[config.mk]
export PLATFORM = sky130hd
export DESIGN_NAME = alu_seq_ctrl
export DESIGN_NICKNAME = d
export VERILOG_FILES = /design/src/rtl/alu_seq_ctrl.sv
export SDC_FILE = /design/constraint.sdc
export NUM_CORES = 1
export LEC_CHECK = 0
export ABC_AREA = 1
export BUFFER_PORTS_ARGS = -buffer_cell sky130_fd_sc_hd__buf_2
export CORE_ASPECT_RATIO = 1.25
export CORE_MARGIN = 4
export CORE_UTILIZATION = 30
export DETAILED_ROUTE_END_ITERATION = 12
export GPL_ROUTABILITY_DRIVEN = 1
export SLEW_MARGIN = 10
export SYNTH_ARGS = -nofsm -noshare
export SYNTH_HDL_FRONTEND = slang
export SYNTH_SLANG_ARGS = --single-unit
[constraint.sdc]
create_clock -name clk -period 4.4 [get_ports clk]
set_clock_uncertainty 0.15 [all_clocks]
set_input_delay 0.66 -clock clk [delete_from_list [all_inputs] [get_ports clk]]
set_output_delay 0.66 -clock clk [all_outputs]
set_load 0.02 [all_outputs]
[src/rtl/alu_seq_ctrl.sv]
// alu_seq_ctrl: sequences a single-step external ALU, iterating shifts by feeding the result back
module alu_seq_ctrl (
   input  logic        clk,
   input  logic        rst,
   input  logic        cmd_valid,
   output logic        cmd_ready,
   input  logic [2:0]  cmd_op,
   input  logic [31:0] cmd_a,
   input  logic [31:0] cmd_b,
   output logic [31:0] alu_a,
   output logic [31:0] alu_b,
   output logic [2:0]  alu_sel,
   input  logic [31:0] alu_out,
   input  logic        carry_out,
   output logic        res_valid,
   input  logic        res_ready,
   output logic [31:0] res_data,
   output logic        res_carry,
   output logic        busy,
   output logic [15:0] op_count
);
   typedef enum logic [1:0] {IDLE, EXEC, DONE} state_t;
   state_t state, state_nx;
   logic [4:0] cnt;
   logic bypass, accept, last, take, is_shift;
   assign is_shift = cmd_op[2:1] == 2'b11;
   assign accept = cmd_valid & cmd_ready;
   assign last = (state == EXEC) && (cnt == 5'd1);
   assign take = (state == DONE) && res_ready;
   always_comb begin
      state_nx = accept ? EXEC : last ? DONE : take ? IDLE : state;
      cmd_ready = (state == IDLE) & ~rst;
      res_valid = state == DONE;
      busy = state != IDLE;
   end
   // alu_a doubles as the working register, so it holds its last value outside EXEC
   always_ff @(posedge clk or posedge rst) begin
      if (rst) begin
         state <= IDLE;
         cnt <= '0;
         bypass <= 1'b0;
         alu_a <= '0;
         alu_b <= '0;
         alu_sel <= '0;
         res_data <= '0;
         res_carry <= 1'b0;
         op_count <= '0;
      end else begin
         state <= state_nx;
         if (accept) begin
            alu_sel <= cmd_op;
            alu_a <= cmd_a;
            alu_b <= cmd_b;
            bypass <= is_shift && (cmd_b[4:0] == 5'd0);
            cnt <= (is_shift && (cmd_b[4:0] != 5'd0)) ? cmd_b[4:0] : 5'd1;
         end
         if (state == EXEC) begin
            alu_a <= alu_out;
            cnt <= cnt - 5'd1;
         end
         if (last) begin
            res_data <= bypass ? alu_a : alu_out;
            res_carry <= ~bypass && (alu_sel == 3'b000) && carry_out;
         end
         if (take) op_count <= op_count + 16'd1;
      end
   end
endmodule

==> results of run 1 <==
-- worst max-delay path: stages, from the launching register on --
cell,delay [ns]
dfrtp_1,0.47
nor2_2,0.10
inv_2,0.59
nand2_2,0.68
inv_1,0.33
a21oi_1,0.10
-- routing by layer --
| layer | global-route usage [%] | wire, microns | vias up |
|---|---|---|---|
| li1 | - | - | 2410 |
| met1 | 18.6 | 6630 | 2259 |
| met2 | 25.7 | 8040 | 155 |
| met3 | 4.77 | 1080 | 18 |
| met4 | 5.87 | 286 | 0 |
| met5 | 0 | 0 | - |
-- worst min-delay path by stage --
stage	startpoint	end	cells past startpoint
3_3_place_gp	alu_b[16]	alu_b[16]	2
3_5_place_dp	alu_b[20]	alu_b[20]	2
4_1_cts	cmd_b[22]	alu_b[22]	3
5_1_grt	cmd_b[18]	alu_b[18]	3
6_report	cmd_b[18]	alu_b[18]	3
2_1_floorplan	cnt[4]	cnt[4]	2
-- final cells by class --
class	instances	area, sq um
Antenna cell	2	5.00
Clock buffer	17	425
Clock inverter	15	165
Fill cell	1881	10700
Inverter	35	135
Multi-Input combinational cell	420	2100
Sequential cell	124	3100
Tap cell	228	285
Timing Repair Buffer	224	1140
-- stage by stage --
stage,power (mW),hold WS [ns],setup WS [ns],cells
2_1_floorplan,1.25,0.299,0.844,608
3_3_place_gp,1.33,0.307,1.63,1031
3_5_place_dp,1.33,0.314,1.61,1031
4_1_cts,2.74,0.262,1.76,1063
5_1_grt,2.81,0.266,1.62,1065
6_report,2.70,0.285,1.84,1065
-- report_power, final --
part           internal, mW  switching (mW)
clock                 0.840           0.548
combinational        0.0586          0.0829
sequential             1.16          0.0116
total                  2.05           0.643
-- cell families after synthesis --
kind of cell	Yosys count	share of synthesized area (%)
mux	30	5.48
compound gates	84	8.54
simple gates	292	21.6
buf+inv	64	5.28
fa+ha+maj	3	0.685
flops	124	56.6
xor+xnor	11	1.76
-- placed cells by master (no fill, tap or decap), types with 5 or more instances in the layout --
cell,instances
buf_2,222
nand2_1,184
dfrtp_1,123
nor2_1,75
o21ai_0,36
o22ai_1,34
mux2i_1,30
inv_1,29
clkbuf_16,17
nand3_1,12
o21ai_1,8
clkinvlp_4,8
xor2_1,7
nand4_1,6
inv_2,5
-- sequential cells by signal, summed over array words and instances (netlist names) --
register,cells
bypass,1
alu_b,32
op_count,16
cnt,5
res_carry,1
alu_sel,3
alu_a,32
res_data,32
state,2
==> impl_results.rst, run 1 <==
.. list-table::
   :header-rows: 1

   * - Metric
     - Value
   * - Required time reported for the critical path endpoint
     - ~4.5 ns
   * - Final period utilization
     - 58.1%
   * - Critical path arrival
     - 2.69 ns
   * - Warnings from Yosys
     - 0
   * - Sequential cell area fraction in the yosys report
     - a little under three fifths
   * - Most frequent cells after synthesis
     - nand2_1, dfrtp_1, nor2_1, o21ai_0, o22ai_1
   * - Final routed wirelength across all metal layers
     - 16,000 microns
   * - Post-CTS resize count
     - 0
   * - Chip Width
     - 129 microns
   * - EDFF count, synth
     - 0
   * - Post-Route Utilization
     - 40.8%
   * - Post-Synthesis Cells
     - roughly 610
   * - Maximum operating frequency
     - approximately 390 MHz
   * - Wire length of the first global-routing pass
     - around 25,000 microns
   * - Status
     - complete, no violations
   * - Worst-Skew Late Latency
     - 0.41 ns
   * - Share of post-route cells with drive strength above 1
     - 32.6%
   * - Reg2reg setup slack
     - around 1.8 ns
   * - WL per Instance
     - 15.1 microns
   * - Antenna violations before repair
     - 2
   * - Avg Vias per Cell
     - 4.55
   * - Number of CTS-inserted buffers
     - 17
   * - Count of max-cap constraint violations
     - 0
   * - Htree depth
     - 4
   * - Iteration-0 DRC count of the detailed router
     - 214
   * - Cells taking the most area after synthesis
     - dfrtp_1, nand2_1, mux2i_1
   * - Share of the synthesized area in the top cell type
     - 56.6%
   * - Quantity of I/O buffers inserted on ports
     - roughly 220
   * - Top cell type by total area after synthesis
     - dfrtp_1
   * - Hold Path Class
     - in2reg
   * - Area of the die
     - 0.0205 sq mm
   * - Post-synthesis instance area
     - roughly 0.0055 sq mm
   * - # Post-CTS Setup Buffers
     - 0
   * - Setup-violating endpoint count in the final report
     - 0
   * - 1st-pass router iterations
     - 4
   * - Final weighted congestion in routability-driven placement
     - 0.793
   * - Type of destination of the critical path
     - register
   * - Max FO, Critical Path
     - 42
   * - GRT Util Overall
     - 15.5%
   * - Routed Antenna Nets
     - 0
   * - End point of the critical path
     - alu_a[8]
   * - Critical path launch point
     - state[1]
   * - CTS Root Buffer Type
     - clkbuf_16
   * - Main synth FF type
     - dfrtp_1
   * - Remaining routing DRC violations
     - 0
   * - Post-route standard cell area excluding fillers
     - 0.00736 sq mm
   * - Maximum VDD drop
     - 0.000210 V
   * - Chip Height
     - about 160 microns
   * - Buffer depth of the longest clock path
     - 2
   * - Headroom to the max-slew limit
     - 27.8%
   * - Worst Tran Pin Value
     - 1.08 ns
   * - CTS tree
     - done
   * - Count of pins on the block boundary
     - 223
   * - Setup crit start kind
     - register
   * - Setup total negative slack
     - 0 ns
   * - Leakage power summed over all cells
     - 4.11 nW
   * - Total overflow reported by the global router
     - 0
   * - Floorplan row count
     - 55
   * - DR vias
     - 4,842
   * - CORE AREA
     - 0.0180 sq mm
   * - Number of endpoints with negative hold slack in the final report
     - 0
   * - Nets
     - 929
   * - Share of async-settable or async-resettable flops after synthesis
     - 100%
   * - Synthesized flop and latch total
     - 124
   * - Net count of the mapped netlist
     - about 700
   * - Min Tclk post-route
     - approximately 2.6 ns
   * - Clk slew on worst S/H paths
     - 0.06 ns
   * - Reg-to-reg critical path endpoint
     - alu_a[8]
   * - Total power per unit cell area
     - 366 mW/mm^2
   * - Worst reg2reg path startpoint
     - state[1]
   * - Pin count of the biggest net entering global routing
     - 125
   * - Synth unique cells
     - 29
   * - CTS sink count
     - 124
   * - Synthesized area per cell
     - 9.01 sq um
   * - DP HPWL
     - 11,100 microns
   * - Unrepaired setup endpoints after global routing
     - false
   * - Final max-slew violation count
     - 0
   * - Initial core utilization
     - a little under a third
   * - Number of cell instances on the worst register-to-register path
     - 5
   * - Type of the setup path with the least slack
     - reg2reg
   * - CTS hold repair buffers
     - 0
   * - Synthesis-to-layout area growth
     - 34.4%
   * - Most repeated cell in the gate-level netlist after synthesis
     - nand2_1
   * - Cell area reported after detailed placement
     - 0.00677 sq mm
   * - Via count of the first global-routing pass
     - slightly below 5,000
(Power assumes the default switching activity.)
==> run 2: changes to the inputs <==
==> constraint.sdc (replaced) <==
create_clock -name clk -period 2.25 [get_ports clk]
set_clock_uncertainty 0.15 [all_clocks]
set_input_delay 0.3375 -clock clk [delete_from_list [all_inputs] [get_ports clk]]
set_output_delay 0.3375 -clock clk [all_outputs]
set_load 0.02 [all_outputs]
==> run 2 against run 1 <==
Largest cell class unchanged. Core utilization up 2.7 points. Sequential power up 95%. Critical path type is now reg2out. Critical path depth shrank 1.
==> impl_results.rst, run 2 (same netlist as run 1, synthesis figures left out) <==
.. list-table::
   :header-rows: 1

   * - Metric
     - Value
   * - Status
     - complete, no violations (unchanged)
   * - Antenna violations before repair
     - 1 (was 2)
   * - Nets
     - 982 (was 929)
   * - Final routed wirelength across all metal layers
     - 16,000 microns (about the same)
   * - Count of max-cap constraint violations
     - 0 (unchanged)
   * - Number of endpoints with negative hold slack in the final report
     - 0 (unchanged)
   * - DR vias
     - 5,017 (was 4,842)
   * - Iteration-0 DRC count of the detailed router
     - 330 (was 214)
   * - Avg Vias per Cell
     - 4.50 (was 4.55)
   * - Hold Path Class
     - in2async (was in2reg)
   * - Chip Height
     - 159 microns (unchanged)
   * - Most congested layer reported by global routing
     - met2 (unchanged)
   * - Worst reg2reg path startpoint
     - state[1] (unchanged)
   * - Floorplan row count
     - 55 (unchanged)
   * - # Post-CTS Setup Buffers
     - 0 (unchanged)
   * - CTS sink count
     - 124 (unchanged)
   * - Regs by FF count
     - alu_a (32), alu_b (32), res_data (32) (unchanged)
   * - Total internal power
     - 4.07 mW (was 2.05 mW)
   * - Proportion of power drawn by the clock network
     - 50.2% (was 51.5%)
   * - Worst-Skew Late Latency
     - 0.41 ns (about the same)
   * - Post-route standard cell area excluding fillers
     - 0.00785 sq mm (was 0.00736 sq mm)
   * - CORE AREA
     - 0.0180 sq mm (unchanged)
   * - CTS tree
     - done (unchanged)
   * - Min Tclk post-route
     - 1.86 ns
   * - Htree depth
     - 4 (unchanged)
   * - Final max-slew violation count
     - 0 (unchanged)
   * - Pin count of the biggest net entering global routing
     - 125 (unchanged)
   * - GRT Util Overall
     - 15.9% (was 15.5%)
   * - Final period utilization
     - between 80 and 90%
   * - Worst Tran Pin Value
     - 0.689 ns (was 1.08 ns)
   * - Quantity of I/O buffers inserted on ports
     - 222 (unchanged)
   * - Critical path launch point
     - state[1] (unchanged)
   * - Clk slew on worst S/H paths
     - 0.06 ns (about the same)
   * - DP HPWL
     - 11,300 microns (was 11,100 microns)
   * - Most common library cell in the layout ignoring fill and taps
     - buf_2 (unchanged)
   * - Area of the die
     - 0.0205 sq mm (unchanged)
   * - Wire length of the first global-routing pass
     - 26,100 microns (was 25,200 microns)
   * - Share of post-route cells with drive strength above 1
     - 31.4% (was 32.6%)
   * - 1st-pass router iterations
     - 4 (unchanged)
   * - CTS Root Buffer Type
     - clkbuf_16 (unchanged)
   * - Setup-violating endpoint count in the final report
     - 0 (unchanged)
   * - Chip Width
     - 129 microns (unchanged)
   * - WL per Instance
     - 14.4 microns (was 15.1 microns)
   * - Maximum VDD drop
     - 0.000471 V (was 0.000210 V)
   * - Setup crit start kind
     - register (unchanged)
   * - Maximum operating frequency
     - about 540 MHz
   * - Max FO, Critical Path
     - 5 (was 42)
   * - Post-CTS resize count
     - 0 (unchanged)
   * - Via count of the first global-routing pass
     - 5,136 (was 4,820)
   * - Buffer depth of the longest clock path
     - 2 (unchanged)
   * - Switching component of the power
     - 1.18 mW (was 643 uW)
   * - Type of destination of the critical path
     - primary output (was register)
   * - Remaining routing DRC violations
     - 0 (unchanged)
   * - Total power per unit cell area
     - 670 mW/mm^2 (was 366 mW/mm^2)
   * - Number of CTS-inserted buffers
     - 17 (unchanged)
   * - Cell area reported after detailed placement
     - 0.00685 sq mm (was 0.00677 sq mm)
   * - Type of the setup path with the least slack
     - reg2out (was reg2reg)
   * - Unrepaired setup endpoints after global routing
     - false (unchanged)
   * - Headroom to the max-slew limit
     - 54.0% (was 27.8%)
   * - Critical path arrival
     - 1.37 ns (was 2.69 ns)
   * - Count of fill cells added during filler insertion
     - 1,799 (was 1,881)
   * - Initial core utilization
     - 30.4% (unchanged)
   * - Overall power
     - 5.26 mW (was 2.70 mW)
   * - Final weighted congestion in routability-driven placement
     - 0.795 (was 0.793)
   * - GR Util met3
     - 3.72% (was 4.77%)
   * - Global routing met2 resource utilization
     - 27.3% (was 25.7%)
   * - Routed Antenna Nets
     - 0 (unchanged)
   * - Number of inserted diodes
     - 0 (was 2)
   * - Leakage power summed over all cells
     - 4.34 nW (was 4.11 nW)
   * - Met1 Track Usage GR
     - 18.6% (about the same)
   * - Required time reported for the critical path endpoint
     - 1.76 ns (was 4.53 ns)
   * - Switching share of power
     - 22.5% (was 23.8%)
   * - Total overflow reported by the global router
     - 0 (unchanged)
   * - Power share of the sequential group
     - 43.4% (was 43.3%)
   * - Synthesis-to-layout area growth
     - 43.3% (was 34.4%)
   * - Most frequent cells in the layout
     - buf_2, nand2_1, dfrtp_1 (unchanged)
   * - Share of total power in combinational logic
     - 6.4% (was 5.2%)
   * - Count of pins on the block boundary
     - 223 (unchanged)
run 2: per-layer routing:
metal / wire [microns] / vias up
li1: - / 2504
met1: 6510 / 2325
met2: 8160 / 156
met3: 924 / 30
met4: 435 / 2
met5: 12 / -
run 2: cell type report:
type	count	area, sq um	share of cell area, %
tap	228	285	3.63
multi-input combinational	420	2100	26.8
inverter	35	135	1.72
timing repair buffer	277	1660	21.1
clock buffer	20	447	5.69
clock inverter	10	120	1.53
sequential	124	3100	39.5
run 2: power by group through the flow:
stage | clock network (mW) | logic, mW | registers [mW]
floorplan | 0 | 0.0800 | 2.36
global placement | 0 | 0.282 | 2.32
detailed placement | 0 | 0.283 | 2.32
CTS | 2.71 | 0.341 | 2.28
global route | 2.81 | 0.375 | 2.29
finish | 2.64 | 0.336 | 2.28
run 2: per-stage QoR:
| step | hold slack (ns) | utilization, % | cells | worst slack, ns | TNS (ns) |
|---|---|---|---|---|---|
| floorplan | 0.297 | - | 608 | -0.963 | -69.36 |
| global placement | 0.309 | 38.0 | 1041 | 0.613 | 0 |
| detailed placement | 0.309 | 38.0 | 1041 | 0.573 | 0 |
| CTS | 0.0000515 | 43.5 | 1114 | 0.341 | 0 |
| global route | 0.0198 | 43.5 | 1114 | 0.261 | 0 |
| finish | 0.0219 | 43.5 | 1114 | 0.388 | 0 |
run 2: worst paths after layout:
path,endpoint,slack (ns),cells after the start
worst min-delay path,alu_a[3],0.02,3
worst max-delay path,cmd_ready,0.39,4
worst min register to register,alu_b[16],0.33,2
max in group asynchronous,res_data[30],1.40,3
min in group clk,alu_a[29],0.02,3
worst max register to register,cnt[0],0.59,6
run 2: what timing repair did:
action | 4_1_cts | 5_1_grt
setup endpoints to repair | 0 | 0
hold buffers | 43 | 0
endpoints found under the hold margin | 43 | 0
run 2: critical path: stages (launching register included):
cell     delay (ns)
dfrtp_1        0.45
nor2_2         0.17
inv_1          0.10
nor2_1         0.08
buf_2          0.16
